<file path="config.mk">
export PLATFORM = sky130hd
export DESIGN_NAME = systolic_skew_feeder
export DESIGN_NICKNAME = d
export VERILOG_FILES = /design/src/rtl/systolic_skew_feeder.sv
export SDC_FILE = /design/constraint.sdc
export NUM_CORES = 1
export LEC_CHECK = 0
export CAP_MARGIN = 20
export CORE_ASPECT_RATIO = 1.4
export CORE_UTILIZATION = 35
export DETAILED_ROUTE_END_ITERATION = 12
export PLACE_DENSITY_LB_ADDON = 0.08
export SETUP_SLACK_MARGIN = 0.4
export SLEW_MARGIN = 15
export SYNTH_ARGS = -nofsm -noshare
export SYNTH_HDL_FRONTEND = slang
export SYNTH_SLANG_ARGS = --single-unit
</file>
<file path="constraint.sdc">
create_clock -name clk -period 6.1 [get_ports clk]
set_input_delay 1.22 -clock clk [delete_from_list [all_inputs] [get_ports clk]]
set_output_delay 1.22 -clock clk [all_outputs]
set_load 0.005 [all_outputs]
</file>
<file path="src/rtl/systolic_skew_feeder.sv">
// Upstream feeder for an N x N systolic PE array.
// It accepts one K-step beat per handshake: an A column vector and a B row vector.
// Lane i of each vector passes through a delay chain that is i+1 registers deep, which
// creates the diagonal skew. The feeder also produces the array-wide hold
// (complete_flag), the accumulator clear, the zero-flush cycles and a done pulse.
// Ports:
//   clk, rst_n      clock, asynchronous active-low reset
//   start, k_len    job request and inner dimension, sampled only in IDLE
//   in_valid        beat valid; a beat is accepted while in_ready is high
//   in_ready        feeder accepts a beat (FEED state)
//   a_vec, b_vec    A column (lane i -> row i) and B row (lane j -> column j)
//   west_row_out    skewed row data to PE column 0
//   north_col_out   skewed column data to PE row 0
//   complete_flag   1 = all PEs hold, 0 = PEs compute and shift
//   acc_clr         one-cycle pulse that clears the array sums
//   busy            high in any state other than IDLE
//   done            one-cycle pulse when all N*N sums are final
// N must be at least 2.
module systolic_skew_feeder #(
  parameter int unsigned N    = 4,
  parameter int unsigned DW   = 16,
  parameter int unsigned KMAX = 256,
  parameter int unsigned KW   = $clog2(KMAX + 1)
) (
  input  logic          clk,
  input  logic          rst_n,
  input  logic          start,
  input  logic [KW-1:0] k_len,
  input  logic          in_valid,
  output logic          in_ready,
  input  logic [N*DW-1:0] a_vec,
  input  logic [N*DW-1:0] b_vec,
  output logic [N*DW-1:0] west_row_out,
  output logic [N*DW-1:0] north_col_out,
  output logic          complete_flag,
  output logic          acc_clr,
  output logic          busy,
  output logic          done
);

  // The last beat needs 2N-2 extra shifts to reach PE(N-1,N-1).
  localparam int unsigned FlushLen = 2 * N - 2;
  localparam int unsigned FW       = (FlushLen > 1) ? $clog2(FlushLen) : 1;

  typedef enum logic [1:0] {StIdle, StFeed, StFlush, StDrain} state_e;

  state_e state_q, state_d;

  logic [KW-1:0] k_len_q;
  logic [KW-1:0] beat_cnt_q;
  logic [FW-1:0] flush_cnt_q;
  logic          cflag_q;
  logic          acc_clr_q;
  logic          done_q;

  logic advance;
  logic job_start;
  logic flushing;
  logic last_beat;
  logic flush_last;

  logic [N*DW-1:0] inj_a;
  logic [N*DW-1:0] inj_b;

  assign last_beat  = (beat_cnt_q + KW'(1)) == k_len_q;
  assign flush_last = flush_cnt_q == FW'(FlushLen - 1);

  // State register
  always_ff @(posedge clk or negedge rst_n) begin
    if (!rst_n) begin
      state_q <= StIdle;
    end else begin
      state_q <= state_d;
    end
  end

  // Next-state logic
  always_comb begin
    state_d = state_q;
    unique case (state_q)
      StIdle:  if (start) state_d = (k_len != '0) ? StFeed : StDrain;
      StFeed:  if (in_valid && last_beat) state_d = StFlush;
      StFlush: if (flush_last) state_d = StDrain;
      StDrain: state_d = StIdle;
      default: state_d = StIdle;
    endcase
  end

  // Output / control decode
  always_comb begin
    in_ready  = 1'b0;
    busy      = 1'b1;
    advance   = 1'b0;
    job_start = 1'b0;
    flushing  = 1'b0;
    unique case (state_q)
      StIdle: begin
        busy      = 1'b0;
        job_start = start && (k_len != '0);
      end
      StFeed: begin
        in_ready = 1'b1;
        advance  = in_valid;
      end
      StFlush: begin
        advance  = 1'b1;
        flushing = 1'b1;
      end
      StDrain: ;
      default: busy = 1'b0;
    endcase
  end

  // Counters and registered control pulses
  always_ff @(posedge clk or negedge rst_n) begin
    if (!rst_n) begin
      k_len_q     <= '0;
      beat_cnt_q  <= '0;
      flush_cnt_q <= '0;
      cflag_q     <= 1'b1;
      acc_clr_q   <= 1'b0;
      done_q      <= 1'b0;
    end else begin
      // Hold is registered so it lines up with the skewed data one cycle later.
      cflag_q   <= ~advance;
      acc_clr_q <= job_start;
      done_q    <= (state_q == StDrain);
      if (job_start) begin
        k_len_q    <= k_len;
        beat_cnt_q <= '0;
      end else if (in_ready && in_valid) begin
        beat_cnt_q <= beat_cnt_q + KW'(1);
      end
      if (state_q == StFlush) begin
        flush_cnt_q <= flush_cnt_q + FW'(1);
      end else begin
        flush_cnt_q <= '0;
      end
    end
  end

  assign complete_flag = cflag_q;
  assign acc_clr       = acc_clr_q;
  assign done          = done_q;

  assign inj_a = flushing ? '0 : a_vec;
  assign inj_b = flushing ? '0 : b_vec;

  // Per-lane delay chains: lane i is i+1 registers deep.
  for (genvar i = 0; i < N; i++) begin : g_lane
    logic [DW-1:0] a_q [i+1];
    logic [DW-1:0] b_q [i+1];

    always_ff @(posedge clk or negedge rst_n) begin
      if (!rst_n) begin
        for (int s = 0; s <= i; s++) begin
          a_q[s] <= '0;
          b_q[s] <= '0;
        end
      end else if (job_start) begin
        for (int s = 0; s <= i; s++) begin
          a_q[s] <= '0;
          b_q[s] <= '0;
        end
      end else if (advance) begin
        a_q[0] <= inj_a[i*DW +: DW];
        b_q[0] <= inj_b[i*DW +: DW];
        for (int s = 1; s <= i; s++) begin
          a_q[s] <= a_q[s-1];
          b_q[s] <= b_q[s-1];
        end
      end
    end

    assign west_row_out[i*DW +: DW]  = a_q[i];
    assign north_col_out[i*DW +: DW] = b_q[i];
  end

endmodule

</file>
**Word-level counts from Yosys, hierarchy flattened**

Index checks and enable logic that the tools add are counted.

- Bits in registers: 346
- Input bits: 141
- Output and inout bits: 133
- Logic and storage cells: 77

- $add $sub $neg: 2
- Equal/unequal tests: 8
- Muxes and demuxes: 31
- Bitwise logic cells: 1
- Reductions and logical operators: 8

Operators with widths:

| kind | count |
|---|---|
| two-way mux 64 bit | 6 |
| two-way mux 48 bit | 4 |
| two-way mux 32 bit | 4 |
| two-way mux 16 bit | 4 |
| two-way mux 9 bit | 2 |
| adder 9 x 1 -> 9 bit (second input constant) | 1 |
| equality test 9 bit | 1 |
| nonzero test 9 bit | 1 |
| two-way mux 2 bit | 4 |
| one-hot mux 2 bit (4 select lines) | 1 |
| inequality test 2 bit (second input constant) | 3 |
| equality test 2 bit (second input constant) | 2 |
| two-way mux 1 bit | 4 |
| nonzero test 2 bit | 2 |
| adder 3 x 1 -> 3 bit (second input constant) | 1 |
| equality test 3 bit (second input constant) | 1 |
| logical AND 1 bit | 3 |
| two-way mux 3 bit | 1 |
| AND reduction 3 bit | 1 |
| equality test 2 x 1 -> 1 bit (second input constant) | 1 |
| logical NOT 2 bit | 1 |
| one-hot mux 1 bit (2 select lines) | 1 |
| inverter 1 bit | 1 |

**Depth between registers and ports, before layout**

Gate-level depths: netlist of the first run.

- Depth after elaboration: 5
- Depth in mapped cells: 11
- Mapped depth without buffers: 8

**Least setup slack after synthesis of the first run**

OpenSTA, ideal clock, no wires.

- Path kind: input -> register
- Start point: input port in_valid
- End point: register g_lane[2].a_q[16] (netlist name)
- Library setup time: 78 ps
- Arrival time: 2,611 ps
- Data required time: 6,022 ps
- Setup slack: 3,411 ps
- Stages: 9
- Path buffers: 4
- Cell sequence: and2_1 > clkbuf_1 > o21a_1 > buf_2 > clkinv_1 > clkbuf_1 > clkbuf_1 > nand2_1 > a21oi_1

- Cells in the longest elaborated chain, start to end: 2

Ends and longest elaborated chain:

| element | line | RTL |
|---|---|---|
| start: declaration | 29 | `input logic in_valid,` |
| one-hot mux 1 bit (2 select lines) | 96 | `unique case (state_q)` |
| nonzero test 2 bit (no source line) | -- |  |
| end signal: indexed assignment | 169 | `a_q[s] <= a_q[s-1];` |
| end: declaration | 151 | `logic [DW-1:0] a_q [i+1];` |

Every way passes these cells.
A chain may end at the register's enable or synchronous reset.

**Worst setup path in the final report of the first run**

- Start point: input port in_valid
- End point: register g_lane[2].a_q[32] (netlist name)

Same word-level chain as after synthesis.

==> results_dict.tcl, run 1 <==
set metrics [dict create \
    antenna_left 0 \
    ys.flop_type "dfrtp_1" \
    p_int_w 0.00585 \
    hold_viol_final 0 \
    synth_cell_types 48 \
    path_clk_slew_ns 0.06 \
    min_period_ns 4.03 \
    drcViolationCount 0 \
    async_flop_share 1.00 \
    synth_top_area_share 0.566 \
    stdcell_count 2340 \
    fin_skew_ns 0.0114 \
    post_cts_buffers 0 \
    pre_cts_ws_ns 1.59 \
    p_switching_w 0.00326 \
    end_kind "flop" \
    wl_mm 37.8 \
    pwr-share-comb 0.362 \
    cts-root-buf "clkbuf_16" \
    ys_warn_count 0 \
    fp.dieH_microns 249 \
    startpoint_type "input port" \
    clk_path_buf_depth 3 \
    status "completed" \
    dp.cells 2271 \
    clk_latency_ns 0.53 \
    drt-initial-drc-count 732 \
    finalSetupTns_ns 0 \
    path_cells "clkdlybuf4s50_1 > and2_1 > o21a_4 > inv_8 > buf_16 > buf_4 > nand2_1 > a21oi_1" \
    clock-sinks 346 \
    critPathTopFamily "buffers and inverters" \
    port_buffers 273 \
    fin_crit_sh 0.660 \
    viasPerCell 4.87 \
    synth_edf_count 0 \
    ys_seq_area_frac 0.567 \
    crit_required_ns 6.47 \
    nNetsFinal 1909 \
    drt-pass1-iter-count 4 \
    p_per_area_nw_per_um2 479 \
    worst_slew_pin_slew_ns 1.07 \
    cts_made_buffers 38 \
    cp.arrival_ns 4.39 \
    grt_pass1_wl_mm 61.1 \
    initial_core_util 0.355 \
    synthesis.nets 1806 \
    grt_pass1_vias 11228 \
    fin_ws_ns 2.07 \
    ctsHtreeMaxLevel 2 \
    core.rowCount 90 \
    drv_slew 0 \
    power_leakage_nw 7.92 \
    clkPwrFrac 0.266 \
    fill_cells 4250 \
    vdd_drop_max_v 0.000384 \
    antenna_found_initial 3 \
    gr-total-overflow 0 \
    post_cts_resized 0 \
    area_delta_synth_final_pct 24.5 \
    die_area_sq_um 44500 \
    fin_util 0.442 \
    synth_area_sq_um 15300 \
    yosys.area.top_type "dfrtp_1" \
    drive_above_1_share 0.0481 \
    diodes 0 \
    seqPwrFrac 0.371 \
    cts_tree "yes" \
    ys_top_cells_by_area "dfrtp_1 57%, nand2_1 13%, a21oi_1 11%" \
    track_usage 0.170 \
    p_sw_frac 0.358 \
    crit_path_max_fanout 128 \
    slew-limit-headroom 0.285 \
    worstSetupPathType "in2reg" \
    place_congestion 0.758 \
    max_freq_mhz 248 \
    avgSynthCellArea_sq_um 9.21 \
    wl_per_cell_microns 16.2 \
    ios 274 \
    rsz0062_at_grt "no" \
    max_stage_delay_ns 0.83 \
    worst_path_max_delay_cell "o21a_4" \
    crit_buf_inv 4 \
    die_w_microns 179 \
    setup_violations 0 \
    hold_path_class "reg2reg" \
    cap_violations 0 \
    vias 11385 \
    synthCells 1657 \
    ys_ff_latch 346 \
    core_area_sq_um 43000 \
    cts.hold.buffers_added 0 \
    dp_hpwl_mm 21.6 \
    grt_max_degree 189 \
]
## final timing paths
path | cells after the start | slack (ns) | to | startpoint
min in group asynchronous | 1 | 0.71 | north_col_out[49] | rst_n
worst max register to register | 8 | 2.21 | g_lane[2].a_q[32] | state_q[0]
worst min-delay path | 1 | 0.47 | flush_cnt_q[0] | flush_cnt_q[0]
worst max-delay path | 8 | 2.07 | g_lane[2].a_q[32] | in_valid
max in group asynchronous | 2 | 3.93 | beat_cnt_q[5] | rst_n
worst min register to register | 1 | 0.47 | flush_cnt_q[0] | flush_cnt_q[0]
## synthesized netlist by cell type, drive strengths merged (4+ instances only)
| library cell | n |
|---|---|
| nand2 | 527 |
| dfrtp | 345 |
| a21oi | 325 |
| nand3b | 129 |
| clkbuf | 119 |
| buf | 104 |
| nor2 | 11 |
| mux2 | 10 |
| ha | 8 |
| xor2 | 8 |
| inv | 6 |
| nand3 | 6 |
| xnor2 | 6 |
| nor2b | 5 |
| o21ai | 5 |
| and2 | 4 |
| or3 | 4 |
## kinds of logic (layout without fill, tap and decap cells)
| family | after synthesis | after routing | share of synthesized area |
|---|---|---|---|
| AOI/OAI and AO/OA | 347 | 347 | 0.117 |
| xor gates and xnor gates | 16 | 16 | 0.0111 |
| adders and majority gates | 8 | 8 | 0.00656 |
| buffers and inverters | 230 | 361 | 0.0809 |
| DFF | 346 | 346 | 0.567 |
| muxes | 11 | 11 | 0.00803 |
| and+or+nand+nor | 699 | 699 | 0.209 |
## metrics by stage
stage / hold slack, ns / power [W] / instance area, sq um
3_3_place_gp: 0.460 / 0.00672 / 17700
2_1_floorplan: 0.437 / 0.00568 / 15300
5_1_grt: 0.508 / 0.00980 / 19000
4_1_cts: 0.475 / 0.00926 / 19000
3_5_place_dp: 0.466 / 0.00677 / 17700
6_report: 0.469 / 0.00911 / 19000
## layer usage
| metal | GRT usage | wire length, microns | vias to the layer above | part of all wire |
|---|---|---|---|---|
| met3 | 0.0530 | 2750 | 45 | 0.073 |
| met2 | 0.272 | 18100 | 246 | 0.48 |
| met4 | 0.0395 | 561 | 6 | 0.015 |
| met1 | 0.222 | 16400 | 5531 | 0.43 |
| met5 | 0 | 42 | - | 0.0011 |
| li1 | - | - | 5557 | - |
## final cells by class
class                           instances  area (sq um)  share of cell area
Clock buffer                           60          1180              0.0620
Clock inverter                          8           144             0.00757
Inverter                                7          33.8             0.00178
Multi-Input combinational cell       1081          5410               0.284
Sequential cell                       346          8660               0.456
Tap cell                              552           691              0.0363
Timing Repair Buffer                  286          2890               0.152
## flip-flops by register name (all words and copies together) (netlist names), 2 cells and up
signal and cells:
beat_cnt_q 9, flush_cnt_q 3, g_lane.a_q 112, g_lane.b_q 112, k_len_q 9, north_col_out 48
state_q 2, west_row_out 48
## power by group through the flow
| stage | Sequential [W] | Combinational, W | Clock (W) |
|---|---|---|---|
| 2_1_floorplan | 0.00332 | 0.00236 | 0 |
| 3_3_place_gp | 0.00341 | 0.00331 | 0 |
| 3_5_place_dp | 0.00343 | 0.00334 | 0 |
| 4_1_cts | 0.00339 | 0.00335 | 0.00252 |
| 5_1_grt | 0.00348 | 0.00372 | 0.00261 |
| 6_report | 0.00338 | 0.00330 | 0.00242 |
## worst reg2reg max path, cell delays in order (launching register included)
cell     delay [ns]
dfrtp_1        0.43
inv_1          0.19
ha_4           0.63
o21a_4         0.91
inv_8          0.39
buf_16         0.38
buf_4          0.57
nand2_1        0.17
a21oi_1        0.07
## cell usage in the layout, fill, tap and decap left out, types with 3 or more instances in the layout
master / netlist / layout
inv_1: 6 / 6
o21ai_0: 4 / 4
clkbuf_8: 0 / 8
nor2_1: 11 / 11
clkinv_2: 0 / 3
bufinv_16: 0 / 4
mux2_2: 9 / 9
nand3b_1: 129 / 129
clkbuf_1: 119 / 11
clkdlybuf4s50_1: 0 / 272
dfrtp_1: 345 / 345
xnor2_1: 6 / 6
ha_1: 8 / 7
a21oi_1: 325 / 325
nor4_1: 3 / 3
buf_4: 96 / 9
nor2b_1: 5 / 5
clkbuf_16: 0 / 41
and2_1: 4 / 4
or3_1: 4 / 4
nand3_1: 5 / 5
xor2_1: 8 / 8
buf_12: 0 / 3
nand2_1: 527 / 527
Power figures use the tool's default switching activity.
==> run 2: changes to the inputs <==
==> constraint.sdc (replaced) <==
create_clock -name clk -period 4.15 [get_ports clk]
set_input_delay 0.83 -clock clk [delete_from_list [all_inputs] [get_ports clk]]
set_output_delay 0.83 -clock clk [all_outputs]
set_load 0.005 [all_outputs]
==> results_dict.tcl, run 2 (same netlist as run 1, synthesis figures left out) <==
set metrics [dict create \
    clock-sinks 346 \
    fin_ws_ns 1.22 \
    status "completed" \
    worst_slew_pin_slew_ns 0.798 \
    clk_latency_ns 0.53 \
    cts_tree "yes" \
    drt-pass1-iter-count 5 \
    grt_max_degree 157 \
    startpoint "state_q[0]" \
    mostFrequentLayoutCell "nand2_1" \
    path_cells "inv_1 > ha_4 > o21a_4 > inv_8 > buf_12 > nand2_1 > a21oi_1" \
    clk_path_buf_depth 3 \
    core.rowCount 90 \
    startpoint_type "flop" \
    track_usage 0.173 \
    drive_above_1_share 0.0529 \
    drv_slew 0 \
    fin_skew_ns 0.0123 \
    crit_required_ns 4.52 \
    setup_violations 0 \
    grt_pass1_vias 11488 \
    place_congestion 0.702 \
    dp_hpwl_mm 22.0 \
    diodes 0 \
    vdd_drop_max_v 0.000424 \
    core_area_sq_um 43000 \
    antenna_found_initial 4 \
    drcViolationCount 0 \
    fin_crit_sh 0.707 \
    port_buffers 273 \
    viasPerCell 4.87 \
    ios 274 \
    max_stage_delay_ns 0.59 \
    max_freq_mhz 341 \
    initial_core_util 0.355 \
    worst_path_max_delay_cell "o21a_4" \
    worstSetupPathType "reg2reg" \
    crit_path_max_fanout 123 \
    rsz0062_at_grt "no" \
    min_period_ns 2.93 \
    path_clk_slew_ns 0.06 \
    slew-limit-headroom 0.468 \
    crit_buf_inv 3 \
    critPathTopFamily "buffers and inverters" \
    top_regs "g_lane.a_q: 112 flops, g_lane.b_q: 112 flops" \
    drt-initial-drc-count 894 \
    layout.cells.most_common_list "527 x nand2_1, 345 x dfrtp_1, 325 x a21oi_1" \
    ctsHtreeMaxLevel 2 \
    cts-root-buf "clkbuf_16" \
    die_area_sq_um 44500 \
    cts_made_buffers 38 \
    area_delta_synth_final_pct 25.0 \
    power_leakage_nw 7.95 \
    hold_viol_final 0 \
    fin_hold_ws_ns 0.302 \
    post_cts_resized 0 \
    worstReg2RegStart "state_q[0]" \
    antenna_left 0 \
    cts.hold.buffers_added 0 \
    dp.cells 2280 \
    hold_path_class "in2async" \
    vias 11435 \
    die_w_microns 179 \
    cp.arrival_ns 3.30 \
    post_cts_buffers 0 \
    wl_per_cell_microns 16.0 \
    nNetsFinal 1917 \
    pre_cts_ws_ns 0.806 \
    wl_mm 37.7 \
    finalSetupTns_ns 0 \
    p_per_area_nw_per_um2 700 \
    grt_pass1_wl_mm 62.2 \
    end_kind "flop" \
    gr-total-overflow 0 \
    cap_violations 0 \
    stdcell_count 2349 \
    fp.dieH_microns 249 \
]
run 2: cell types whose count changed in the layout (fill, tap and decap cells not counted), sizes merged:
cell / before / now
clkinvlp: 0 / 2
clkbuf: 60 / 57
inv: 7 / 8
clkinv: 4 / 5
buf: 14 / 22
run 2: worst paths after layout:
kind | to | slack (ns) | cells past startpoint
max | north_col_out[51] | 1.22 | 7
min | g_lane[3].b_q[37] | 0.30 | 1
max reg2reg | north_col_out[51] | 1.22 | 7
min reg2reg | flush_cnt_q[0] | 0.47 | 1
max in group asynchronous | west_row_out[31] | 2.85 | 3
min in group clk | flush_cnt_q[0] | 0.47 | 1
run 2: metal layers:
| metal | vias up | global-route usage | wire [microns] |
|---|---|---|---|
| met5 | - | 0 | 55 |
| met4 | 8 | 0.0448 | 648 |
| met3 | 52 | 0.0527 | 2760 |
| met2 | 275 | 0.277 | 17900 |
| met1 | 5543 | 0.225 | 16300 |
| li1 | 5557 | - | - |
run 2: through the flow:
step / instance area, sq um / power, W / util
global route: 19100 / 0.0144 / 0.444
CTS: 19100 / 0.0136 / 0.444
global placement: 17800 / 0.00997 / 0.414
detailed placement: 17800 / 0.0100 / 0.414
finish: 19100 / 0.0134 / 0.444
floorplan: 15300 / 0.00835 / -
run 2: worst reg2reg max path: cells and delay by family (launching register included):
kind,cells,cell delay [ns]
AO/OA/AOI/OAI,2,0.66
flip-flops,1,0.44
adder cells (fa/ha/maj),1,0.52
buffers and inverters,3,1.02
AND/OR/NAND/NOR,1,0.14
run 2: cell type report:
class / count / area (sq um)
clock inverter: 12 / 169
tap: 552 / 691
sequential: 346 / 8660
inverter: 7 / 33.8
timing repair buffer: 294 / 3010
clock buffer: 57 / 1110
multi-input combinational: 1081 / 5410
fill: 4223 / 23900
run 2: where the power goes:
part | total [W] | internal [W] | switching (W)
Clock | 0.00348 | 0.00211 | 0.00137
Combinational | 0.00490 | 0.00205 | 0.00285
Sequential | 0.00497 | 0.00441 | 0.000564
Total | 0.0134 | 0.00856 | 0.00479
